File: src/rtl/mem_ctrl_pkg.sv
// Shared constants for the memory clear controller: FSM state encoding and
// default geometry of the memory it sits in front of.
package mem_ctrl_pkg;

  localparam logic [1:0] ST_IDLE = 2'd0;
  localparam logic [1:0] ST_FILL = 2'd1;
  localparam logic [1:0] ST_DONE = 2'd2;

  localparam int DEF_DEPTH  = 64;
  localparam int DEF_ADDR_W = 6;
  localparam int DEF_DATA_W = 8;

endpackage

File: src/rtl/mem_clear_addr_cnt.sv
// Fill address pointer: clearable up-counter that stops at DEPTH-1 and flags
// the last address of the pass.
module mem_clear_addr_cnt
  import mem_ctrl_pkg::*;
#(
  parameter int DEPTH  = DEF_DEPTH,
  parameter int ADDR_W = DEF_ADDR_W
) (
  input  logic              clk,
  input  logic              rst,
  input  logic              clr_i,
  input  logic              en_i,
  output logic [ADDR_W-1:0] cnt_o,
  output logic              last_o
);

  localparam logic [ADDR_W-1:0] LAST_ADDR = ADDR_W'(DEPTH - 1);

  logic [ADDR_W-1:0] cnt_q;
  logic [ADDR_W-1:0] cnt_d;

  assign cnt_o  = cnt_q;
  assign last_o = (cnt_q == LAST_ADDR);

  // Holding at the last address keeps the pointer inside the memory even
  // when DEPTH is not a power of two.
  always_comb begin
    cnt_d = cnt_q;
    if (clr_i) begin
      cnt_d = '0;
    end else if (en_i && !last_o) begin
      cnt_d = cnt_q + 1'b1;
    end
  end

  always_ff @(posedge clk or posedge rst) begin
    if (rst) begin
      cnt_q <= '0;
    end else begin
      cnt_q <= cnt_d;
    end
  end

endmodule

File: src/rtl/mem_clear_ctrl.sv
// Memory fill sequencer: writes a latched value to every word of a
// single-port memory, sharing the write port with a host requester.
module mem_clear_ctrl
  import mem_ctrl_pkg::*;
#(
  parameter int DEPTH  = DEF_DEPTH,
  parameter int ADDR_W = DEF_ADDR_W,
  parameter int DATA_W = DEF_DATA_W
) (
  input  logic              clk,
  input  logic              rst,
  input  logic              start,
  input  logic [DATA_W-1:0] fill_val,
  input  logic              abort,
  input  logic              host_req,
  input  logic              host_we,
  input  logic [ADDR_W-1:0] host_addr,
  input  logic [DATA_W-1:0] host_wdata,
  output logic              host_gnt,
  output logic              busy,
  output logic              done,
  output logic              mem_we,
  output logic [ADDR_W-1:0] mem_addr,
  output logic [DATA_W-1:0] mem_wdata
);

  logic [1:0]        state_q;
  logic [1:0]        state_d;
  logic [DATA_W-1:0] fill_q;
  logic [DATA_W-1:0] fill_d;
  logic [ADDR_W-1:0] ptr;
  logic              ptr_last;
  logic              accept_start;

  assign accept_start = (state_q == ST_IDLE) && start;

  mem_clear_addr_cnt #(
    .DEPTH  (DEPTH),
    .ADDR_W (ADDR_W)
  ) u_addr_cnt (
    .clk    (clk),
    .rst    (rst),
    .clr_i  (accept_start),
    .en_i   (state_q == ST_FILL),
    .cnt_o  (ptr),
    .last_o (ptr_last)
  );

  always_ff @(posedge clk or posedge rst) begin
    if (rst) begin
      state_q <= ST_IDLE;
      fill_q  <= '0;
    end else begin
      state_q <= state_d;
      fill_q  <= fill_d;
    end
  end

  // Abort outranks both the last-word transition and any start seen in FILL.
  always_comb begin
    state_d = state_q;
    fill_d  = fill_q;
    case (state_q)
      ST_IDLE: begin
        if (start) begin
          state_d = ST_FILL;
          fill_d  = fill_val;
        end
      end
      ST_FILL: begin
        if (abort) begin
          state_d = ST_IDLE;
        end else if (ptr_last) begin
          state_d = ST_DONE;
        end
      end
      ST_DONE: state_d = ST_IDLE;
      default: state_d = ST_IDLE;
    endcase
  end

  always_comb begin
    busy      = 1'b0;
    done      = 1'b0;
    host_gnt  = host_req;
    mem_we    = host_req & host_we;
    mem_addr  = host_addr;
    mem_wdata = host_wdata;
    case (state_q)
      ST_FILL: begin
        busy      = 1'b1;
        host_gnt  = 1'b0;
        mem_we    = ~abort;
        mem_addr  = ptr;
        mem_wdata = fill_q;
      end
      ST_DONE: begin
        done      = 1'b1;
        host_gnt  = 1'b0;
        mem_we    = 1'b0;
        mem_addr  = ptr;
        mem_wdata = fill_q;
      end
      default: ;
    endcase
  end

endmodule

File: config.mk
export PLATFORM = sky130hd
export DESIGN_NAME = mem_clear_ctrl
export DESIGN_NICKNAME = d
export VERILOG_FILES = /design/src/rtl/mem_ctrl_pkg.sv /design/src/rtl/mem_clear_addr_cnt.sv /design/src/rtl/mem_clear_ctrl.sv
export SDC_FILE = /design/constraint.sdc
export NUM_CORES = 1
export LEC_CHECK = 0
export ABC_AREA = 1
export CELL_PAD_IN_SITES_DETAIL_PLACEMENT = 0
export CELL_PAD_IN_SITES_GLOBAL_PLACEMENT = 1
export CORE_MARGIN = 10
export CORE_UTILIZATION = 29
export CTS_CLUSTER_SIZE = 14
export DETAILED_ROUTE_END_ITERATION = 7
export HOLD_SLACK_MARGIN = 0.03
export MAX_ROUTING_LAYER = met4
export PLACE_DENSITY = 0.86
export RECOVER_POWER = 50
export SYNTH_ARGS = -nofsm -noshare
export SYNTH_HDL_FRONTEND = slang
export SYNTH_HIERARCHICAL = 1
export SYNTH_SLANG_ARGS = --single-unit
File: constraint.sdc
create_clock -name clk -period 1.75 [get_ports clk]
set_input_delay 0.35 -clock clk [delete_from_list [all_inputs] [get_ports clk]]
set_output_delay 0.35 -clock clk [all_outputs]
set_load 0.02 [all_outputs]
# Word level (Yosys, flattened, before mapping)
# Cells that the tools add are included.
# op_classes
n_addsub	1
eq_ne	5
muxes	12
bitwise_logic	2
reduce_logical	8
# ops
operator	count
two-way mux 6 bit	3
two-way mux 8 bit	1
adder 6 x 1 -> 6 bit (second input constant)	1
== test 6 bit (second input constant)	1
two-way mux 2 bit	3
one-hot mux 2 bit (2 select lines)	1
AND reduction 2 bit	2
two-way mux 1 bit	3
!= test 3 bit (second input constant)	1
== test 2 x 1 -> 1 bit (second input constant)	1
== test 2 bit (second input constant)	1
logical AND 1 bit	2
logical NOT 2 bit	1
!= test 2 bit (second input constant)	1
one-hot mux 1 bit (2 select lines)	1
nonzero test 2 bit	1
OR reduction 2 bit	1
bitwise AND 1 bit	1
logical NOT 1 bit	1
inverter 1 bit	1
# totals
register_bits	16
in_bits	28
output_inout_bits	18
elab_cells	31

# Depth between registers and ports, before layout
# depth
ltp_word	5
depth_mapped	10
depth_no_buf	10

# Modules after synthesis
# Netlist, hierarchy kept.
# modules_own_cells
mod	instances	cells_each	area_each_um2	seq_area_each_um2
mem_clear_ctrl	1	109	734.5	250.2
mem_clear_addr_cnt	1	54	389.1	150.1

# Least setup slack after synthesis
# OpenSTA, ideal clock, no wires.
# synth_path
path_type	register to output
from	register state_q[0]
to	output port mem_we
t_arrival_ns	1.424
required_ns	1.400
path_slack_ns	-0.024
path_stages_with_launch	7
path_buffers	1
cell_sequence	dfrtp_1 -> inv_1 -> ha_1 -> buf_6 -> nor2_2 -> nand2_1 -> o21ai_0
# synth_between
elab_chain_cells	2
elab_cells_between_ends	3
cone_classes	eq/ne: 2; mux: 1
# synth_rtl
item	line_no	source
start: declaration	mem_clear_ctrl.sv:27	logic [1:0] state_q;
start signal: assignment	mem_clear_ctrl.sv:54	state_q <= state_d;
== test 2 bit or == test 2 x 1 -> 1 bit (tied branches)	mem_clear_ctrl.sv:89	case (state_q)
one-hot mux 1 bit (2 select lines) (*)	mem_clear_ctrl.sv:89	
end: declaration	mem_clear_ctrl.sv:22	output logic mem_we,
# Every way passes the cells marked *; elsewhere a longest branch is shown, timed or not.

# Worst setup path after layout
# layout_path
from	register state_q[1]
to	output port mem_addr[0]
# layout_between
elab_chain_cells	3
elab_cells_between_ends	4
cone_classes	eq/ne: 2; mux: 1; reduce/logical: 1
# layout_rtl
item	line_no	source
== test 2 bit or == test 2 x 1 -> 1 bit (tied branches)	mem_clear_ctrl.sv:89	
OR reduction 2 bit (no line) (*)	-	
two-way mux 6 bit (*)	mem_clear_ctrl.sv:89	
end: declaration	mem_clear_ctrl.sv:23	output logic [ADDR_W-1:0] mem_addr,
# Marks and branches as above.

==> run_results.csv <==
group,metric,value,unit
status,status,"complete, but fails checks",
status,failed_checks,"negative setup slack",
routing,wl_met2,1550,um
yosys,synth_top_family_by_area,"simple AND/OR/NAND/NOR gates",
clocking,cts.clk_slew.worst_paths,0.06,ns
yosys,ys_types,18,
power,p_per_area,1550,mW/mm^2
global_route,grt_usage,9.81,%
yosys,synth_mux_area_share,0,%
critical_path,max_stage_delay,0.36,ns
floorplanning,die_height,82.2,um
global_route,grt_start_max_net_pins,11,
yosys,synth_ff_type,"dfrtp_1",
routing,drc_errors,0,
routing,final_antenna_net_count,0,
timing,fin_skew,0.000938,ns
routing,drt-met1-wl,1400,um
global_route,grt_remaining_overflow,0,
timing,slew_viol_final,0,
routing,wire_per_inst,11.8,um
critical_path,cp_cell_sequence,"inv_2, ha_4, inv_6, buf_12, buf_12, nand2_4, nand2_2, buf_6",
clocking,htree_levels,1,
yosys,synth_xor_xnor_area_share,0,%
routing,avgViaCountPerCell,4.26,
critical_path,crit_top_cell,"buf_12",
critical_path,crit_path_end_kind,"primary output",
timing,setup_slack,-0.0948,ns
finish,final_area,0.00198,mm^2
floorplanning,core_area,0.00372,mm^2
yosys,synth_async_sr_flop_share,100,%
floorplanning,io_pins,46,
finish,nNetsFinal,264,
routing,wirelength,3270,um
yosys,ys_warn_count,6,
power,vdd_drop_max,590,uV
timing,setup_violations,15,
yosys,yosysTopAreaCell,"dfrtp_1",
routing,vias,1181,
global_route,antenna_found_initial,0,
floorplanning,fp.dieArea,0.00676,mm^2
routing,routed.top_layer,"met4",
floorplanning,dieWidth,82.2,um
clocking,cts_buffer_depth,2,
place,place_congestion,0.847,
global_route,grt_pass1_vias,1151,
global_route,grt_pass1_wl,5150,um
yosys,synthTopCellsByCount,"nand2_1 (81), dfrtp_1 (16), inv_1 (14)",
routing,first_pass_iters,4,
hold_path,hold_path_class,"flop to flop",
timing,max_freq,542,MHz
critical_path,cp.arrival,1.49,ns
place,portBuffers,45,
critical_path,worstSetupPathType,"flop to primary output",
routing,met3_length,274,um
yosys,synth_top_cell_area_share,35.6,%
timing,final.min_clock_period,1.84,ns
clocking,holdBufCountCts,0,
power,leakage,1.04,nW
yosys,yosys.area_share.adder,6.68,%
routing,drt-initial-drc-count,55,
critical_path,cp_slowest_cell,"dfrtp_1",
critical_path,crit_path_start_kind,"flop",
timing,slew_headroom,74.9,%
place,dp_hpwl,2520,um
clocking,cts_made_buffers,3,
timing,setup_tns,-0.961,ns
floorplanning,start_util,30.2,%
finish,area_growth,75.9,%
yosys,syn_inst,163,
yosys,synth-edff-count,0,
critical_path,path_max_fanout,7,
clocking,worstSkewPairLatency,0.25,ns
timing,rsz0062_at_grt,"true",
floorplanning,num_rows,22,
yosys,yosysMostFrequentCell,"nand2_1",
yosys,synth_compound_area_share,1.67,%
yosys,synth_top_cells_by_area,"dfrtp_1 (36%), nand2_1 (27%), nand2_2 (7.2%)",
finish,layout-drive-gt1-share,41.5,%
critical_path,crit_required,1.40,ns
finish,antenna_cells,0,
yosys,ys_seq_area_share,35.6,%
job,cap_violations,0,
yosys,syn-cell-area,0.00112,mm^2
place,placed_cell_area,0.00171,mm^2
yosys,ys_seq_elements,16,
yosys,synth_fp_nets,197,
yosys,syn_avg_cell_area,6.89,um^2
timing,finalCritPeriodShare,105,%
yosys,yosys.area_share.simple,45.1,%
clocking,clkSinkCount,16,
clocking,root_buffer,"clkbuf_8",
timing,tightest_slew,0.375,ns
clocking,cts_tree,"done",
timing,hold_violations,0,
## kinds of logic (layout without fill, tap and decap cells)
family                     after synthesis  after routing
buffers and inverters                   23             89
adders and majority gates                6              6
AOI/OAI and AO/OA                        3              3
and+or+nand+nor                        115            115
DFF                                     16             16
## final cells by class
type | count | area (um^2)
Clock buffer | 4 | 55.1
Multi-Input combinational cell | 124 | 719
Tap cell | 48 | 60.1
Sequential cell | 16 | 400
Timing Repair Buffer | 65 | 662
Fill cell | 368 | 1740
Inverter | 20 | 80.1
## sequential cells by signal, indices dropped and copies added (netlist names)
signal / flops
state_q: 2
fill_q: 8
u_addr_cnt/cnt_o: 6
## layer usage
metal | vias to the layer above | track usage (%)
met1 | 522 | 11.9
met5 | - | -
met4 | 0 | 3.57
met3 | 4 | 2.38
li1 | 623 | -
met2 | 32 | 15.4
## metrics by stage
stage,util [%],hold WS [ns],cells,setup WS (ns),total power (W)
after floorplan,-,0.141,163,0.0630,0.00160
after global placement,46.1,0.465,267,-0.335,0.00229
after detailed placement,46.1,0.465,267,-0.349,0.00231
after CTS,50.7,0.363,273,-0.155,0.00290
after global routing,53.2,0.504,277,-0.156,0.00329
final,53.2,0.482,277,-0.0948,0.00306
## critical path, delay by kind of cell, from the launching register on
kind | cells | cell delay [ns]
DFF | 1 | 0.36
buffers and inverters | 5 | 0.49
and+or+nand+nor | 2 | 0.08
adders and majority gates | 1 | 0.29
## placed cells by master, fill, tap and decap left out, types with 6 or more instances in the layout
cell	count
inv_2	6
nand2_1	54
nor2_1	6
buf_4	12
dfrtp_1	16
inv_1	13
clkdlybuf4s50_1	26
nand2_4	7
nand2_2	34
buf_6	22
nand3_1	7
## power by group
part           switching [W]  internal, W  leakage (nW)
clock               0.000124     0.000199        0.0288
sequential          0.000108     0.000514         0.205
combinational        0.00107      0.00104         0.803
## worst paths after layout
kind	startpoint	slack, ns	endpoint	depth (start not counted)
worst max-delay path	state_q[1]$_DFFE_PP0P_	-0.09	mem_addr[0]	8
worst min-delay path	fill_q[7]$_DFFE_PP0P_	0.48	fill_q[7]$_DFFE_PP0P_	2
worst max register to register	state_q[0]$_DFFE_PP0P_	0.33	u_addr_cnt/cnt_o[2]$_DFFE_PP0P_	8
worst min register to register	fill_q[7]$_DFFE_PP0P_	0.48	fill_q[7]$_DFFE_PP0P_	2
max in group asynchronous	rst	0.94	fill_q[7]$_DFFE_PP0P_	2
min in group asynchronous	rst	0.49	u_addr_cnt/cnt_o[1]$_DFFE_PP0P_	2
## timing repair
item	4_1_cts	5_1_grt
pin swaps	4	5
gates resized for setup	119	25
buffers inserted	2	4
setup endpoints to repair	18	17
Power figures use the tool's default switching activity.
